## config.mk

```make
export PLATFORM = sky130hd
export DESIGN_NAME = tl_rx_vc_buffer
export DESIGN_NICKNAME = d
export VERILOG_FILES = /design/src/rtl/tl_rx_pkg.sv /design/src/rtl/tl_rx_fc_tracker.sv /design/src/rtl/tl_rx_vc_buffer.sv
export SDC_FILE = /design/constraint.sdc
export NUM_CORES = 1
export LEC_CHECK = 0
export CAP_MARGIN = 20
export CORE_MARGIN = 2
export CORE_UTILIZATION = 35
export DETAILED_ROUTE_END_ITERATION = 12
export PLACE_DENSITY = 0.63
export SLEW_MARGIN = 10
export SYNTH_ARGS = -nofsm -noshare
export SYNTH_HDL_FRONTEND = slang
export SYNTH_SLANG_ARGS = --single-unit
```

## constraint.sdc

```tcl
create_clock -name clk -period 8.05 [get_ports clk]
set_input_delay 1.2075 -clock clk [delete_from_list [all_inputs] [get_ports clk]]
set_output_delay 1.2075 -clock clk [all_outputs]
set_load 0.05 [all_outputs]
```

## src/rtl/tl_rx_pkg.sv

```systemverilog
// Shared types and defaults for the TL RX per-VC buffers.
// Optional feature macro used by the buffer: TL_RX_VC_OVF_CHK_EN.
package tl_rx_pkg;

  typedef enum logic [1:0] {
    FC_IDLE,
    FC_WAIT,
    FC_SEND
  } fc_state_t;

  localparam int TL_RX_DEPTH      = 16;
  localparam int TL_RX_CREDIT_W   = 8;
  localparam int TL_RX_FC_THRESH  = 4;
  localparam int TL_RX_FC_TIMEOUT = 64;

endpackage

```

## src/rtl/tl_rx_fc_tracker.sv

```systemverilog
// Freed-credit batching for one VC: counts pops, issues FC updates with a new credit limit.
//   state   | meaning
//   FC_IDLE | no freed credits outstanding, timer parked
//   FC_WAIT | freed credits pending; batching until threshold or timeout
//   FC_SEND | update presented on fc_valid_o/fc_limit_o, waiting for fc_ready_i
module tl_rx_fc_tracker
  import tl_rx_pkg::*;
#(
  parameter int DEPTH      = TL_RX_DEPTH,
  parameter int CREDIT_W   = TL_RX_CREDIT_W,
  parameter int FC_THRESH  = TL_RX_FC_THRESH,
  parameter int FC_TIMEOUT = TL_RX_FC_TIMEOUT
) (
  input  logic                clk,
  input  logic                rst,
  input  logic                pop,
  output logic                fc_valid_o,
  input  logic                fc_ready_i,
  output logic [CREDIT_W-1:0] fc_limit_o
);

  localparam int LW = $clog2(DEPTH) + 1;
  localparam int TW = $clog2(FC_TIMEOUT + 1);

  fc_state_t             state_q;
  logic [LW-1:0]         freed_q;
  logic [LW-1:0]         captured_q;
  logic [TW-1:0]         timer_q;
  logic                  fc_valid_q;
  logic [CREDIT_W-1:0]   fc_limit_q;
  logic [LW-1:0]         freed_inc;
  logic [LW-1:0]         freed_left;

  assign freed_inc  = freed_q + {{(LW-1){1'b0}}, pop};
  assign freed_left = freed_inc - captured_q;

  // Timeout is a down-counter: reloaded to FC_TIMEOUT-1, update forced at terminal count 0.
  always_ff @(posedge clk) begin
    if (rst) begin
      state_q    <= FC_IDLE;
      freed_q    <= '0;
      captured_q <= '0;
      timer_q    <= TW'(FC_TIMEOUT - 1);
      fc_valid_q <= 1'b0;
      fc_limit_q <= CREDIT_W'(DEPTH);
    end else begin
      freed_q <= freed_inc;
      case (state_q)
        FC_IDLE: begin
          timer_q <= TW'(FC_TIMEOUT - 1);
          if (pop) state_q <= FC_WAIT;
        end
        FC_WAIT: begin
          if (freed_q >= LW'(FC_THRESH) || timer_q == '0) begin
            state_q    <= FC_SEND;
            fc_valid_q <= 1'b1;
            captured_q <= freed_inc;
            fc_limit_q <= fc_limit_q + CREDIT_W'(freed_inc);
          end else begin
            timer_q <= timer_q - 1'b1;
          end
        end
        FC_SEND: begin
          if (fc_ready_i) begin
            fc_valid_q <= 1'b0;
            freed_q    <= freed_left;
            timer_q    <= TW'(FC_TIMEOUT - 1);
            state_q    <= (freed_left != '0) ? FC_WAIT : FC_IDLE;
          end
        end
        default: state_q <= FC_IDLE;
      endcase
    end
  end

  assign fc_valid_o = fc_valid_q;
  assign fc_limit_o = fc_limit_q;

endmodule

```

## src/rtl/tl_rx_vc_buffer.sv

```systemverilog
// Per-VC receive buffer: circular show-ahead store feeding the arbiter, plus FC credit return.
// Define TL_RX_VC_OVF_CHK_EN to add the sticky ovf_err_o port for writes while full.
module tl_rx_vc_buffer
  import tl_rx_pkg::*;
#(
  parameter int DATA_SIZE  = 32,
  parameter int DEPTH      = TL_RX_DEPTH,
  parameter int CREDIT_W   = TL_RX_CREDIT_W,
  parameter int FC_THRESH  = TL_RX_FC_THRESH,
  parameter int FC_TIMEOUT = TL_RX_FC_TIMEOUT
) (
  input  logic                     clk,
  input  logic                     rst,
  input  logic                     wr_valid_i,
  output logic                     wr_ready_o,
  input  logic [DATA_SIZE-1:0]     wr_data_i,
  output logic                     rd_valid_o,
  input  logic                     rd_ready_i,
  output logic [DATA_SIZE-1:0]     rd_data_o,
  output logic                     fc_valid_o,
  input  logic                     fc_ready_i,
  output logic [CREDIT_W-1:0]      fc_limit_o,
  output logic [$clog2(DEPTH):0]   level_o
`ifdef TL_RX_VC_OVF_CHK_EN
  ,
  output logic                     ovf_err_o
`endif
);

  localparam int AW = $clog2(DEPTH);
  localparam int LW = AW + 1;

  logic [DATA_SIZE-1:0] mem [DEPTH];
  logic [AW-1:0]        wr_ptr_q;
  logic [AW-1:0]        rd_ptr_q;
  logic [LW-1:0]        level_q;
  logic                 push;
  logic                 pop;

  // Ready/valid come from the registered level only, so a pop at full frees the slot next cycle.
  assign wr_ready_o = (level_q != LW'(DEPTH));
  assign rd_valid_o = (level_q != '0);
  assign rd_data_o  = rd_valid_o ? mem[rd_ptr_q] : '0;
  assign level_o    = level_q;
  assign push       = wr_valid_i && wr_ready_o;
  assign pop        = rd_valid_o && rd_ready_i;

  always_ff @(posedge clk) begin
    if (rst) begin
      wr_ptr_q <= '0;
      rd_ptr_q <= '0;
      level_q  <= '0;
    end else begin
      if (push) wr_ptr_q <= wr_ptr_q + 1'b1;
      if (pop)  rd_ptr_q <= rd_ptr_q + 1'b1;
      case ({push, pop})
        2'b10:   level_q <= level_q + 1'b1;
        2'b01:   level_q <= level_q - 1'b1;
        default: level_q <= level_q;
      endcase
    end
  end

  always_ff @(posedge clk) begin
    if (push) mem[wr_ptr_q] <= wr_data_i;
  end

`ifdef TL_RX_VC_OVF_CHK_EN
  logic ovf_q;
  always_ff @(posedge clk) begin
    if (rst)                            ovf_q <= 1'b0;
    else if (wr_valid_i && !wr_ready_o) ovf_q <= 1'b1;
  end
  assign ovf_err_o = ovf_q;
`endif

  tl_rx_fc_tracker #(
    .DEPTH      (DEPTH),
    .CREDIT_W   (CREDIT_W),
    .FC_THRESH  (FC_THRESH),
    .FC_TIMEOUT (FC_TIMEOUT)
  ) u_fc (
    .clk        (clk),
    .rst        (rst),
    .pop        (pop),
    .fc_valid_o (fc_valid_o),
    .fc_ready_i (fc_ready_i),
    .fc_limit_o (fc_limit_o)
  );

endmodule

```

-- Word level (Yosys, flattened, before mapping)
Memory sizes are Yosys's and may differ from the RTL's. A register that Yosys moved wholly into a read port is not among the register bits.
Cells that the tools add are included.
- add/sub/neg operators: 8
- multiply operators: 0
- divide/modulo/power cells: 0
- magnitude comparators: 1
- eq/ne operators: 9
- shift operators: 0
- multiplexer cells: 19
- bitwise gates (word level): 0
- reduce and logical (&&, ||, !) cells: 14
- operators by type and width (cell ; number):
    two-way mux 32 bit ; 1
    case mux 7 bit (3 select lines) ; 1
    two-way mux 7 bit ; 2
    two-way mux 5 bit ; 2
    case mux 5 bit (2 select lines) ; 1
    nonzero test 5 bit ; 2
    AND reduction 3 bit ; 3
    adder 4 x 1 -> 4 bit, second input constant ; 2
    adder 8 x 5 -> 8 bit ; 1
    two-way mux 4 bit ; 2
    logical NOT 7 bit ; 1
    subtractor 7 x 1 -> 7 bit, second input constant ; 1
    two-way mux 2 bit ; 3
    inequality test 2 bit, second input constant ; 3
    case mux 2 bit (3 select lines) ; 1
    adder 5 x 1 -> 5 bit ; 1
    adder 5 x 1 -> 5 bit, second input constant ; 1
    >= comparator 5 x 3 -> 1 bit, second input constant ; 1
    two-way mux 1 bit ; 5
    inequality test 5 bit, second input constant ; 1
    subtractor 5 x 1 -> 5 bit, second input constant ; 1
    subtractor 5 bit ; 1
    equality test 2 x 1 -> 1 bit, second input constant ; 2
    equality test 2 bit, second input constant ; 2
    8 further kinds ; 10
- register bits after elaboration: 41
- latch bits: 0
- bits in writable memories: 512
- bits in read-only memories: 0
- bits of input ports: 37
- output and inout bits: 48
- word-level logic and storage cells: 61
- memories: 1
- memory list (memory ; depth ; width ; rd ports ; clocked after memory_dff ; write ports ; RTL line ; source):
    mem ; 16 ; 32 ; 1 ; 1 ; 1 ; tl_rx_vc_buffer.sv:33 ; logic [DATA_SIZE-1:0] mem [DEPTH];

-- Depth between registers and ports, before layout
- word-level depth: 8
- gate-level depth with buffers: 12
- mapped depth without buffers: 12

-- Hierarchy
A second synthesis with hierarchy kept.
- cells, all modules: 1097
- area total of the unflattened synthesis: 22089.9 um^2
- by module, submodules not included (module ; instances ; cells an instance ; area an instance (um^2) ; sequential area each (um^2)):
    tl_rx_vc_buffer ; 1 ; 914 ; 20475.9 ; 15715.1
    tl_rx_fc_tracker ; 1 ; 183 ; 1614.0 ; 560.5

-- Worst setup path after synthesis
Ideal clock, no wire load.
- path kind: input to register
- start point: in wr_valid_i
- end point: mem mem[3][0], enable pin
- library setup time: 0.461 ns
- arrival: 4.092 ns
- data required time: 7.589 ns
- slack: 3.497 ns
- stages: 3
- buffers on the path: 0
- cells stage by stage: a21boi_1 > nand2_1 > nor3_1
- word-level cells in the longest chain between the ends: 3
- ends and longest elaborated chain (element ; RTL line ; source):
    start, declared ; tl_rx_vc_buffer.sv:14 ; input logic wr_valid_i,
    logical AND 1 bit ; tl_rx_vc_buffer.sv:45 ; assign push = wr_valid_i && wr_ready_o;
    two-way mux 1 bit ; tl_rx_vc_buffer.sv:65 ; if (push) mem[wr_ptr_q] <= wr_data_i;
    two-way mux 1 bit (implied by the code) ; tl_rx_vc_buffer.sv:65 ;
    end, declared ; tl_rx_vc_buffer.sv:33 ;
Every way passes these cells.

==> impl_metrics.csv <==
group,metric,value,unit
status,outcome,"finished clean",
setup_path,worstPathArrival,4.28,ns
power,p_leak,7.82,nW
clock_network,numCtsBuffers,54,
sta,slew_headroom,31.6,%
floorplan,die_area,64400,um^2
sta,hold_violations,0,
clock_network,hold_buffers,0,
floorplan,dieHeight,254,um
drt,viasPerCell,5.10,
clock_network,cts_tree,"built",
power,power_density,308,nW/um^2
sta,post-route-min-period,5.48,ns
sta,min_period_over_period,68.1,%
logic_synthesis,syn-num-nets,1089,
sta,slew_viol_final,0,
clock_network,path_clk_slew,0.06,ns
logic_synthesis,ys_ff_latch,557,
logic_synthesis,synth_edf_count,512,
logic_synthesis,synthTopCellsByCount,"512 x edfxtp_1, 160 x mux4_2, 46 x nor2_1, 45 x dfxtp_1, 33 x and2_1",
clock_network,ctsResizeCount,0,
sta,timing.fmax,0.182,GHz
global_routing,grt_pass1_vias,10700,
logic_synthesis,async_flop_share,0,%
logic_synthesis,synth_area,21800,um^2
sta,setup_violations,0,
logic_synthesis,synth_top_area_share,70.4,%
setup_path,r2r_end,"u_fc.fc_limit_o[6]$_SDFFE_PP0P_",
global_routing,grt.overflow.total,0,
drt,first_iter_violations,991,
drt,drc,0,
global_routing,grt_max_degree,68,
setup_path,critPathLaunchType,"flip-flop",
floorplan,rows,91,
final_layout,finalNetCount,1206,
floorplan,num_io_pins,85,
logic_synthesis,synth_area_leader_cell,"edfxtp_1",
hold_path,min_from,"u_fc.fc_valid_o$_SDFFE_PP0P_",
sta,setup-tns-final,0,ns
hold_path,hold_path.class,"flip-flop to flip-flop",
job,max_cap_violations,0,
clock_network,clk_path_buf_depth,3,
final_layout,area_growth,16.9,%
power,vdd_drop_max,182,uV
logic_synthesis,yosysWarningCount,0,
floorplan,die_w,254,um
global_routing,grt_usage,14.6,%
place,dp_hpwl,24300,um
clock_network,post_cts_buffers,0,
place,portBuffers,84,
clock_network,cts_root_buf,"clkbuf_16",
sta,rsz0062_at_grt,"false",
logic_synthesis,avgSynthCellArea,21.3,um^2
clock_network,h-tree-depth,2,
sta,worst_slew_pin_slew,1.02,ns
sta,fin_worst_skew,0.0338,ns
sta,hold_slack,0.467,ns
drt,firstDrtPassIters,5,
place,place_congestion,0.747,
logic_synthesis,synthCells,1027,
drt,wl_per_cell,22.9,um
setup_path,cp-end-kind,"output pin",
global_routing,grt_pass1_wl,68700,um
drt,wirelength,46300,um
clock_network,worstSkewPairLatency,0.62,ns
setup_path,ff2ff_setup_slack,4.42,ns
final_layout,layout-drive-gt1-share,23.8,%
drt,drtAntennaViolNets,0,
logic_synthesis,ys_types,47,
setup_path,crit_path_end,"rd_data_o[0]",
setup_path,cp_max_fo,64,
floorplan,core_area,61700,um^2
clock_network,clock_sinks,557,
global_routing,antenna_found_initial,6,
floorplan,start_util,35.4,%
logic_synthesis,yosysSeqAreaShare,74.6,%
setup_path,required,6.84,ns
drt,num_vias,10300,
logic_synthesis,synthFlopType,"edfxtp_1",
setup_path,critPathKind,"flip-flop to output pin",
setup_path,reg2reg_depth,11,
logic_synthesis,yosys-top-cells-area,"edfxtp_1 70%, mux4_2 17%, dfxtp_1 4.1%",
setup_path,r2r_start,"level_o[1]$_SDFFE_PP0P_",
logic_synthesis,synth.most_common_cell,"edfxtp_1",
==> report_power, final <==
group | total (mW) | switching (mW) | internal [mW] | leakage [nW]
clock network | 2.41 | 1.06 | 1.35 | 0.813
logic | 2.07 | 1.17 | 0.894 | 2.01
registers | 3.37 | 0.115 | 3.25 | 4.99
==> worst min-delay path by stage <==
stage | to | cells after the start
5_1_grt | u_fc.fc_valid_o$_SDFFE_PP0P_ | 2
4_1_cts | u_fc.fc_valid_o$_SDFFE_PP0P_ | 2
6_report | u_fc.fc_valid_o$_SDFFE_PP0P_ | 2
2_1_floorplan | u_fc.captured_q[3]$_SDFFE_PP0P_ | 2
3_5_place_dp | u_fc.fc_valid_o$_SDFFE_PP0P_ | 2
3_3_place_gp | u_fc.captured_q[3]$_SDFFE_PP0P_ | 2
==> worst max-delay path, cell delays in order (launching register included) <==
cell             delay (ns)
dfxtp_4                0.99
buf_4                  0.75
mux4_2                 0.41
mux4_2                 0.48
and2_1                 0.23
clkdlybuf4s50_1        0.73
==> area by class of cell <==
class                      instances  area (um^2)
antenna                            1         2.50
clock buffer                      68         1430
clock inverter                    30          259
fill                            5401        36200
inverter                          19         71.3
multi-input combinational        404         5390
sequential                       557        16300
tap                              837         1050
timing repair buffer             108         1030
==> layout by cell type, fill, tap and decap left out, types with 17 or more instances in the layout <==
cell	count
a21oi_1	17
clkbuf_16	55
edfxtp_1	512
nand2_1	17
nor2_1	34
ha_1	22
mux4_2	160
inv_1	19
and2_1	33
clkdlybuf4s50_1	84
dfxtp_1	41
buf_4	23
==> flip-flops by register name, indices dropped and copies added, names as in the netlist, named ones only <==
name and count:
level_o 5, mem 512, rd_ptr_q 4, u_fc.captured_q 5
u_fc.fc_limit_o 8, u_fc.fc_valid_o 1, u_fc.freed_q 5, u_fc.state_q 2
u_fc.timer_q 7, wr_ptr_q 4
==> per-layer routing <==
metal  GRT usage (%)  vias to the layer above  part of all wire [%]
met1            20.2                     5527                    43
met2            23.6                      252                    49
li1                -                     4456                     -
met3            2.57                       81                   5.3
met4            4.64                        8                   2.4
met5               0                        -                  0.12
==> through the flow <==
stage	power (mW)	setup slack (ns)	cells	util, %	area, um^2
after floorplan	4.89	3.50	1027	-	21800
after global placement	5.53	3.16	1925	38.6	23800
after detailed placement	5.55	3.14	1925	38.6	23800
after CTS	7.96	2.50	2023	41.3	25500
after global routing	8.16	2.42	2024	41.3	25500
final	7.85	2.57	2024	41.3	25500
==> logic make-up (layout without fill, tap and decap cells) <==
logic type	after synthesis	count (layout)	share of synthesized area [%]
buffers and inverters	66	225	1.27
XOR/XNOR	24	24	0.963
AO/OA/AOI/OAI	49	49	1.51
multiplexers	170	170	17.0
flip-flops	557	557	74.6
adder cells (fa/ha/maj)	25	25	1.54
other	0	1	0
AND/OR/NAND/NOR	136	136	3.17
Note: power is estimated with default switching activity, not from simulation.
